[src/rtl/qspi_target_pkg.sv]
// Shared opcodes, FSM states and lane-mode encoding for the QSPI flash target.
// No logic of its own; imported by the target top.
package qspi_target_pkg;

    localparam logic [7:0] OP_RDID   = 8'h9F;
    localparam logic [7:0] OP_RDSR   = 8'h05;
    localparam logic [7:0] OP_WREN   = 8'h06;
    localparam logic [7:0] OP_WRDI   = 8'h04;
    localparam logic [7:0] OP_READ   = 8'h03;
    localparam logic [7:0] OP_FREAD  = 8'h0B;
    localparam logic [7:0] OP_DREAD  = 8'h3B;
    localparam logic [7:0] OP_QREAD  = 8'h6B;
    localparam logic [7:0] OP_QIORD  = 8'hEB;
    localparam logic [7:0] OP_PP     = 8'h02;
    localparam logic [7:0] OP_QPP    = 8'h32;
    localparam logic [7:0] OP_SE     = 8'h20;

    typedef enum logic [3:0] {
        IDLE, CMD, ADDR, DUMMY, RD_DATA, WR_DATA, SR_OUT, ID_OUT, IGNORE
    } state_t;

    typedef enum logic [1:0] {LANE1, LANE2, LANE4} lane_t;

    function automatic lane_t lane_of(input logic [7:0] op);
        case (op)
            OP_DREAD:           return LANE2;
            OP_QREAD, OP_QIORD: return LANE4;
            default:            return LANE1;
        endcase
    endfunction

    function automatic logic is_read(input logic [7:0] op);
        return (op == OP_READ) || (op == OP_FREAD) || (op == OP_DREAD) ||
               (op == OP_QREAD) || (op == OP_QIORD);
    endfunction

endpackage

[src/rtl/qspi_edge_sync.sv]
// Two-flop synchronizers for sclk/cs_n/io plus sclk rise/fall and cs_n rise pulses.
// Latency: 2 clk to sync outputs, edge pulses one clk wide.
// Backpressure: none; free-running sampler.
module qspi_edge_sync (
    input  logic       clk,
    input  logic       rst,
    input  logic       qspi_sclk,
    input  logic       qspi_cs_n,
    input  logic [3:0] io_di,
    output logic       sclk_rise,
    output logic       sclk_fall,
    output logic       cs_n_sync,
    output logic       cs_rise,
    output logic [3:0] io_sync
);
    logic [2:0] sclk_q;
    logic [2:0] cs_q;
    logic [3:0] io_q1;
    logic [3:0] io_q2;

    always_ff @(posedge clk) begin
        if (rst) begin
            sclk_q <= '0;
            cs_q   <= '0;
            io_q1  <= '0;
            io_q2  <= '0;
        end else begin
            sclk_q <= {sclk_q[1:0], qspi_sclk};
            cs_q   <= {cs_q[1:0], qspi_cs_n};
            io_q1  <= io_di;
            io_q2  <= io_q1;
        end
    end

    // io_q2 is aligned with sclk_q[1], so it holds the data present at the edge.
    assign sclk_rise = sclk_q[1] & ~sclk_q[2];
    assign sclk_fall = ~sclk_q[1] & sclk_q[2];
    assign cs_n_sync = cs_q[1];
    assign cs_rise   = cs_q[1] & ~cs_q[2];
    assign io_sync   = io_q2;

endmodule

[src/rtl/qspi_flash_target.sv]
// QSPI flash target: decodes mode-0 commands, drives a sync memory port and erase handshake.
// Latency: read byte fetched on address completion / byte start, data 1 clk after mem_rd_en.
// Backpressure: none; clk must be >= 8x qspi_sclk so prefetch completes before the next fall.
module qspi_flash_target
    import qspi_target_pkg::*;
#(
    parameter int          ADDR_BITS    = 24,
    parameter int          DUMMY_CYCLES = 8,
    parameter int          PAGE_SIZE    = 256,
    parameter int          PROG_CYCLES  = 64,
    parameter logic [23:0] JEDEC_ID     = 24'hC22017
) (
    input  logic                 clk,
    input  logic                 rst,
    input  logic                 qspi_sclk,
    input  logic                 qspi_cs_n,
    input  logic [3:0]           io_di,
    output logic [3:0]           io_do,
    output logic [3:0]           io_oe,
    output logic                 mem_rd_en,
    output logic                 mem_wr_en,
    output logic [ADDR_BITS-1:0] mem_addr,
    output logic [7:0]           mem_wdata,
    input  logic [7:0]           mem_rdata,
    output logic                 erase_req,
    output logic [ADDR_BITS-1:0] erase_addr,
    input  logic                 erase_ack,
    output logic                 wip
);
    localparam int         PAGE_BITS  = $clog2(PAGE_SIZE);
    localparam int         PC_W       = $clog2(PROG_CYCLES + 1);
    localparam logic [7:0] ADDR_LAST1 = 8'(ADDR_BITS - 1);
    localparam logic [7:0] ADDR_LAST4 = 8'(ADDR_BITS / 4 - 1);
    localparam logic [7:0] DUMMY_LAST = 8'(DUMMY_CYCLES - 1);

    logic       rise, fall, cs_n_s, cs_rise;
    logic [3:0] io_s;

    qspi_edge_sync u_sync (
        .clk       (clk),
        .rst       (rst),
        .qspi_sclk (qspi_sclk),
        .qspi_cs_n (qspi_cs_n),
        .io_di     (io_di),
        .sclk_rise (rise),
        .sclk_fall (fall),
        .cs_n_sync (cs_n_s),
        .cs_rise   (cs_rise),
        .io_sync   (io_s)
    );

    state_t               state, state_nxt;
    lane_t                lane;
    logic [7:0]           opcode;
    logic [6:0]           shreg;
    logic [7:0]           cnt;
    logic [ADDR_BITS-1:0] addr;
    logic                 quad_addr;
    logic [7:0]           out_sh;
    logic [2:0]           out_cnt;
    logic [1:0]           id_idx;
    logic [7:0]           rd_buf;
    logic                 rd_pend;
    logic                 wel, wip_q, wrote, erase_armed;
    logic [PC_W-1:0]      prog_cnt;

    logic [7:0]           cmd_byte, wr_byte;
    logic [ADDR_BITS-1:0] addr_full;
    logic                 addr_last, wr_last, need_dummy;

    assign cmd_byte   = {shreg, io_s[0]};
    assign wr_byte    = (opcode == OP_QPP) ? {shreg[3:0], io_s} : {shreg, io_s[0]};
    assign addr_full  = quad_addr ? {addr[ADDR_BITS-5:0], io_s} : {addr[ADDR_BITS-2:0], io_s[0]};
    assign addr_last  = (cnt == (quad_addr ? ADDR_LAST4 : ADDR_LAST1));
    assign wr_last    = (opcode == OP_QPP) ? cnt[0] : (cnt[2:0] == 3'd7);
    assign need_dummy = (opcode != OP_READ) && (DUMMY_CYCLES != 0);
    assign wip        = wip_q;

    always_ff @(posedge clk) begin
        if (rst) state <= IDLE;
        else     state <= state_nxt;
    end

    always_comb begin
        state_nxt = state;
        if (cs_n_s) begin
            state_nxt = IDLE;
        end else if (state == IDLE) begin
            state_nxt = CMD;
        end else if (rise) begin
            case (state)
                CMD: if (cnt == 8'd7) begin
                    if (wip_q && cmd_byte != OP_RDSR) state_nxt = IGNORE;
                    else case (cmd_byte)
                        OP_RDID: state_nxt = ID_OUT;
                        OP_RDSR: state_nxt = SR_OUT;
                        OP_READ, OP_FREAD, OP_DREAD, OP_QREAD, OP_QIORD,
                        OP_PP, OP_QPP, OP_SE: state_nxt = ADDR;
                        default: state_nxt = IGNORE;
                    endcase
                end
                ADDR: if (addr_last) begin
                    if (opcode == OP_PP || opcode == OP_QPP) state_nxt = wel ? WR_DATA : IGNORE;
                    else if (opcode == OP_SE)                state_nxt = IGNORE;
                    else                                     state_nxt = need_dummy ? DUMMY : RD_DATA;
                end
                DUMMY: if (cnt == DUMMY_LAST) state_nxt = RD_DATA;
                default: state_nxt = state;
            endcase
        end
    end

    // Output shifter: byte start loads the source byte, later falls shift out_sh.
    logic [7:0] src_byte, cur_byte, sh_nxt;
    logic [3:0] do_nxt, oe_pat;
    logic       out_last;

    always_comb begin
        src_byte = rd_buf;
        if (state == SR_OUT) src_byte = {6'b0, wel, wip_q};
        else if (state == ID_OUT) begin
            case (id_idx)
                2'd0:    src_byte = JEDEC_ID[23:16];
                2'd1:    src_byte = JEDEC_ID[15:8];
                default: src_byte = JEDEC_ID[7:0];
            endcase
        end
        cur_byte = (out_cnt == 3'd0) ? src_byte : out_sh;
        do_nxt   = {2'b00, cur_byte[7], 1'b0};
        sh_nxt   = {cur_byte[6:0], 1'b0};
        oe_pat   = 4'b0010;
        out_last = (out_cnt == 3'd7);
        case (lane)
            LANE2: begin
                do_nxt   = {2'b00, cur_byte[7:6]};
                sh_nxt   = {cur_byte[5:0], 2'b00};
                oe_pat   = 4'b0011;
                out_last = (out_cnt == 3'd3);
            end
            LANE4: begin
                do_nxt   = cur_byte[7:4];
                sh_nxt   = {cur_byte[3:0], 4'b0000};
                oe_pat   = 4'b1111;
                out_last = (out_cnt == 3'd1);
            end
            default: ;
        endcase
    end

    always_ff @(posedge clk) begin
        if (rst) begin
            lane <= LANE1; opcode <= '0; shreg <= '0; cnt <= '0; addr <= '0;
            quad_addr <= 1'b0; out_sh <= '0; out_cnt <= '0; id_idx <= '0;
            rd_buf <= '0; rd_pend <= 1'b0; wel <= 1'b0; wip_q <= 1'b0;
            wrote <= 1'b0; erase_armed <= 1'b0; prog_cnt <= '0;
            io_do <= '0; io_oe <= '0; mem_rd_en <= 1'b0; mem_wr_en <= 1'b0;
            mem_addr <= '0; mem_wdata <= '0; erase_req <= 1'b0; erase_addr <= '0;
        end else begin
            mem_rd_en <= 1'b0;
            mem_wr_en <= 1'b0;
            rd_pend   <= mem_rd_en;
            if (rd_pend) rd_buf <= mem_rdata;

            if (state_nxt != state)  cnt <= '0;
            else if (rise && !cs_n_s) cnt <= cnt + 8'd1;

            if (!cs_n_s && rise) begin
                case (state)
                    CMD: begin
                        shreg <= cmd_byte[6:0];
                        if (cnt == 8'd7) begin
                            opcode    <= cmd_byte;
                            lane      <= lane_of(cmd_byte);
                            quad_addr <= (cmd_byte == OP_QIORD);
                            out_cnt   <= '0;
                            id_idx    <= '0;
                            if (!wip_q && cmd_byte == OP_WREN) wel <= 1'b1;
                            if (!wip_q && cmd_byte == OP_WRDI) wel <= 1'b0;
                        end
                    end
                    ADDR: begin
                        addr <= addr_full;
                        if (addr_last && is_read(opcode)) begin
                            mem_rd_en <= 1'b1;
                            mem_addr  <= addr_full;
                            addr      <= addr_full + 1'b1;
                        end else if (addr_last && opcode == OP_SE && wel) begin
                            erase_armed <= 1'b1;
                            erase_addr  <= {addr_full[ADDR_BITS-1:12], 12'h000};
                        end
                    end
                    WR_DATA: begin
                        shreg <= wr_byte[6:0];
                        if (wr_last) begin
                            mem_wr_en <= 1'b1;
                            mem_wdata <= wr_byte;
                            mem_addr  <= addr;
                            addr      <= {addr[ADDR_BITS-1:PAGE_BITS], addr[PAGE_BITS-1:0] + 1'b1};
                            wrote     <= 1'b1;
                        end
                    end
                    default: ;
                endcase
            end

            if (!cs_n_s && fall && (state == RD_DATA || state == SR_OUT || state == ID_OUT)) begin
                io_oe   <= oe_pat;
                io_do   <= do_nxt;
                out_sh  <= sh_nxt;
                out_cnt <= out_last ? 3'd0 : out_cnt + 3'd1;
                if (out_cnt == 3'd0 && state == RD_DATA) begin
                    mem_rd_en <= 1'b1;
                    mem_addr  <= addr;
                    addr      <= addr + 1'b1;
                end
                if (out_cnt == 3'd0 && state == ID_OUT)
                    id_idx <= (id_idx == 2'd2) ? 2'd0 : id_idx + 2'd1;
            end

            if (cs_rise) begin
                io_oe       <= '0;
                io_do       <= '0;
                out_cnt     <= '0;
                wrote       <= 1'b0;
                erase_armed <= 1'b0;
                if (wrote) begin
                    wip_q    <= 1'b1;
                    prog_cnt <= PC_W'(PROG_CYCLES);
                end
                if (erase_armed) begin
                    erase_req <= 1'b1;
                    wip_q     <= 1'b1;
                end
            end else begin
                if (prog_cnt != '0) begin
                    prog_cnt <= prog_cnt - 1'b1;
                    if (prog_cnt == PC_W'(1)) begin
                        wip_q <= 1'b0;
                        wel   <= 1'b0;
                    end
                end
                if (erase_req && erase_ack) begin
                    erase_req <= 1'b0;
                    wip_q     <= 1'b0;
                    wel       <= 1'b0;
                end
            end
        end
    end

endmodule

[config.mk]
export PLATFORM = sky130hd
export DESIGN_NAME = qspi_flash_target
export DESIGN_NICKNAME = d
export VERILOG_FILES = /design/src/rtl/qspi_target_pkg.sv /design/src/rtl/qspi_edge_sync.sv /design/src/rtl/qspi_flash_target.sv
export SDC_FILE = /design/constraint.sdc
export NUM_CORES = 1
export LEC_CHECK = 0
export ABC_AREA = 1
export CAP_MARGIN = 20
export CORE_UTILIZATION = 40
export CTS_BUF_LIST = sky130_fd_sc_hd__clkbuf_4 sky130_fd_sc_hd__clkbuf_8
export DETAILED_ROUTE_END_ITERATION = 8
export SETUP_SLACK_MARGIN = 0.02
export SLEW_MARGIN = 20
export SYNTH_ARGS = -nofsm -noshare
export SYNTH_HDL_FRONTEND = slang
export SYNTH_SLANG_ARGS = --single-unit
[constraint.sdc]
create_clock -name clk -period 4.6 [get_ports clk]
set_clock_uncertainty 0.15 [all_clocks]
set_input_delay 0.46 -clock clk [delete_from_list [all_inputs] [get_ports clk]]
set_output_delay 0.46 -clock clk [all_outputs]
set_load 0.03 [all_outputs]
==> impl_metrics.py <==
metrics = {
    "status": {
        "status": "complete, no violations",
    },
    "floorplanning": {
        "start_util": 0.410,
        "die_height_um": 160,
        "io_pins": 85,
        "die_area_um2": 25600,
        "std_cell_rows": 57,
        "core_um2": 24400,
        "die_w_um": 160,
    },
    "global_route": {
        "grt_pass1_wl_mm": 49.2,
        "grt_max_degree": 65,
        "grt_antenna_before_repair": 0,
        "grt_use_total": 0.239,
        "grt_overflow": 0,
        "grt_pass1_vias": 9560,
    },
    "yosys": {
        "synth_top_area_share": 0.308,
        "syn-mean-instance-area_um2": 6.35,
        "synthMostInstantiatedCell": "nand2_1",
        "synth_warnings": 0,
        "synth-edff-count": 0,
        "yosysTopAreaCell": "dfxtp_1",
        "yosysSeqAreaShare": 0.308,
        "syn-cell-area_um2": 10000,
        "async_flop_share": 0,
        "syn_inst": 1576,
        "ys.flop_type": "dfxtp_1",
        "ys_ff_latch": 154,
        "yosys-top-cells-area": "dfxtp_1 (31%), nand2_1 (12%), o21ai_0 (8.9%)",
        "synth_common_cells": "nand2_1 (314), o21ai_0 (178), nor2_1 (177)",
        "synth.distinct_cells": 55,
    },
    "critical_path": {
        "worstPathMaxFanout": 31,
        "crit_required_ps": 4840,
        "cp-end-kind": "flip-flop",
        "reg2reg_slack_ps": 1390,
        "r2r-start": "opcode[6]$_SDFFE_PP0P_",
        "reg2reg_depth": 13,
        "critPathKind": "flip-flop to flip-flop",
        "critPathArrivalTime_ps": 3450,
        "crit_path_start_kind": "flip-flop",
        "r2r-end": "addr[4]$_SDFF_PP0_",
    },
    "sta": {
        "worst_slack_ps": 1390,
        "holdWs_ps": 258,
        "max_freq_ghz": 0.311,
        "finalCritPeriodShare": 0.698,
        "hold_viol_final": 0,
        "rsz0062_at_grt": "false",
        "min_period_ps": 3210,
        "drv_slew": 0,
        "slew_headroom": 0.321,
        "worstMarginPinSlew_ps": 1010,
        "tns_ps": 0,
        "setup_viol": 0,
    },
    "place": {
        "pre_cts_ws_ps": 1430,
        "dp.cells": 1909,
        "gp_congestion": 0.902,
        "place.detailed.hpwl_mm": 21.5,
        "portBuffers": 72,
    },
    "clock_tree": {
        "cts_tree": "yes",
        "hold_buffers": 0,
        "clkTransAtPathRegs_ps": 100,
        "cts_made_buffers": 17,
        "cts.root.buffer_cell": "clkbuf_8",
        "ctsResizeCount": 0,
        "insertion_delay_ps": 490,
        "cts_buffer_depth": 2,
        "cts_setup_buffers": 0,
        "cts.sinks": 154,
        "h-tree-depth": 4,
    },
    "flow_run": {
        "cap_violations": 0,
    },
    "worst_hold_path": {
        "hold_start": "u_sync.sclk_q[0]$_SDFF_PP0_",
        "worstHoldPathCells": 2,
        "hold_end": "u_sync.sclk_q[1]$_SDFF_PP0_",
        "hp-class": "flip-flop to flip-flop",
    },
    "finish": {
        "syn_to_final_growth_pct": 12.1,
        "final_cells": 1941,
        "fillers": 2565,
        "nets": 1632,
        "diodes": 0,
        "regArea_um2": 3080,
        "drive_gt1_frac": 0.0884,
        "multi_input_area_um2": 5760,
    },
    "pwr": {
        "finalPower_uw": 2680,
        "powerDensity_nw_per_um2": 239,
        "irDropWorstVdd_mv": 0.155,
        "leakage_uw": 0.00425,
    },
    "route": {
        "vias": 10300,
        "first_pass_iters": 5,
        "routedWlPerCell_um": 15.5,
        "drcViolationCount": 0,
        "drt_iter0_markers": 793,
        "totalWireLength_mm": 30.0,
        "viasPerCell": 5.33,
        "ant_nets": 0,
    },
}
layer usage:
layer | vias to the layer above | global-route usage | part of all wire
li1 | 5239 | - | -
met1 | 4760 | 0.318 | 0.46
met2 | 311 | 0.396 | 0.46
met3 | 39 | 0.0348 | 0.054
met4 | 0 | 0.0727 | 0.020
met5 | - | 0 | 0
logic make-up (layout without fill, tap and decap cells):
group                    count (synthesis)  count (layout)  share of synthesized area
adder cells (fa/ha/maj)                 11              11                     0.0138
flip-flops                             154             154                      0.308
multiplexers                             2               2                    0.00200
buffers and inverters                  284             314                      0.122
XOR/XNOR                                15              15                     0.0131
AND/OR/NAND/NOR                        681             681                      0.304
AO/OA/AOI/OAI                          428             428                      0.237
other                                    1              12                   0.000375
placed cells by master (no fill, tap or decap), types with 4 or more instances in the layout:
cell	count
o22ai_1	4
nand2_1	314
dfxtp_1	153
a21oi_1	154
a22oi_1	5
nand3_1	91
nor2_2	16
xor2_1	15
a211oi_1	7
nor3_1	11
buf_4	11
inv_8	6
o21ai_0	178
nand4_1	27
o21ai_2	15
inv_2	24
nand3_2	4
nor2_4	10
conb_1	12
o21ai_1	16
nand2_2	9
nor2_1	177
o211ai_1	24
a31oi_1	10
o31ai_1	4
ha_1	11
clkbuf_8	18
nand2_4	4
nor4_1	4
nor3_2	6
clkdlybuf4s50_1	71
inv_1	168
metrics by stage:
step | utilization | cell area [µm²]
2_1_floorplan | - | 10000
4_1_cts | 0.460 | 11200
3_3_place_gp | 0.443 | 10800
5_1_grt | 0.460 | 11200
6_report | 0.460 | 11200
3_5_place_dp | 0.443 | 10800
final cells by class:
class,count,share of cell area
clock buffers,18,0.0221
well taps,324,0.0362
flip-flops and latches,154,0.275
clock inverters,14,0.0134
repair buffers,84,0.0730
multi-input cells,1149,0.513
inverters,198,0.0668
sequential cells by signal, indices dropped and copies added (netlist names), 2 cells and up:
name,flops
io_do,4
state,4
id_idx,2
mem_wdata,8
shreg,7
io_oe,3
out_cnt,3
erase_addr,12
u_sync.cs_q,3
cnt,8
prog_cnt,7
addr,24
u_sync.io_q1,4
mem_addr,24
opcode,8
u_sync.sclk_q,3
lane,2
u_sync.io_sync,4
out_sh,7
rd_buf,8
worst max-delay path, cell delays in order (launching register included):
cell     delay [ps]
dfxtp_1         370
nor2_1          150
nand2_1         100
inv_1            80
nand2_1         280
nand2_1         170
o21ai_2          60
buf_4           250
inv_1           760
nand2_4         300
nand3_1         150
a21oi_1          70
o21ai_0         170
inv_1            50
worst max-delay path by stage:
stage,from,to,slack [ps]
3_3_place_gp,opcode[3]$_SDFFE_PP0P_,addr[4]$_SDFF_PP0_,1520
3_5_place_dp,u_sync.sclk_q[1]$_SDFF_PP0_,erase_addr[23]$_SDFFE_PP0P_,1430
6_report,opcode[6]$_SDFFE_PP0P_,addr[4]$_SDFF_PP0_,1390
2_1_floorplan,quad_addr$_SDFFE_PP0P_,addr[10]$_SDFF_PP0_,2400
5_1_grt,u_sync.sclk_q[1]$_SDFF_PP0_,erase_addr[23]$_SDFFE_PP0P_,980
4_1_cts,u_sync.sclk_q[1]$_SDFF_PP0_,erase_addr[19]$_SDFFE_PP0P_,1390
power by group:
| part | internal, µW | switching, µW |
|---|---|---|
| Combinational | 80.8 | 153 |
| Clock | 423 | 642 |
| Sequential | 1360 | 22.1 |
| Total | 1860 | 817 |
(Power assumes the default switching activity.)
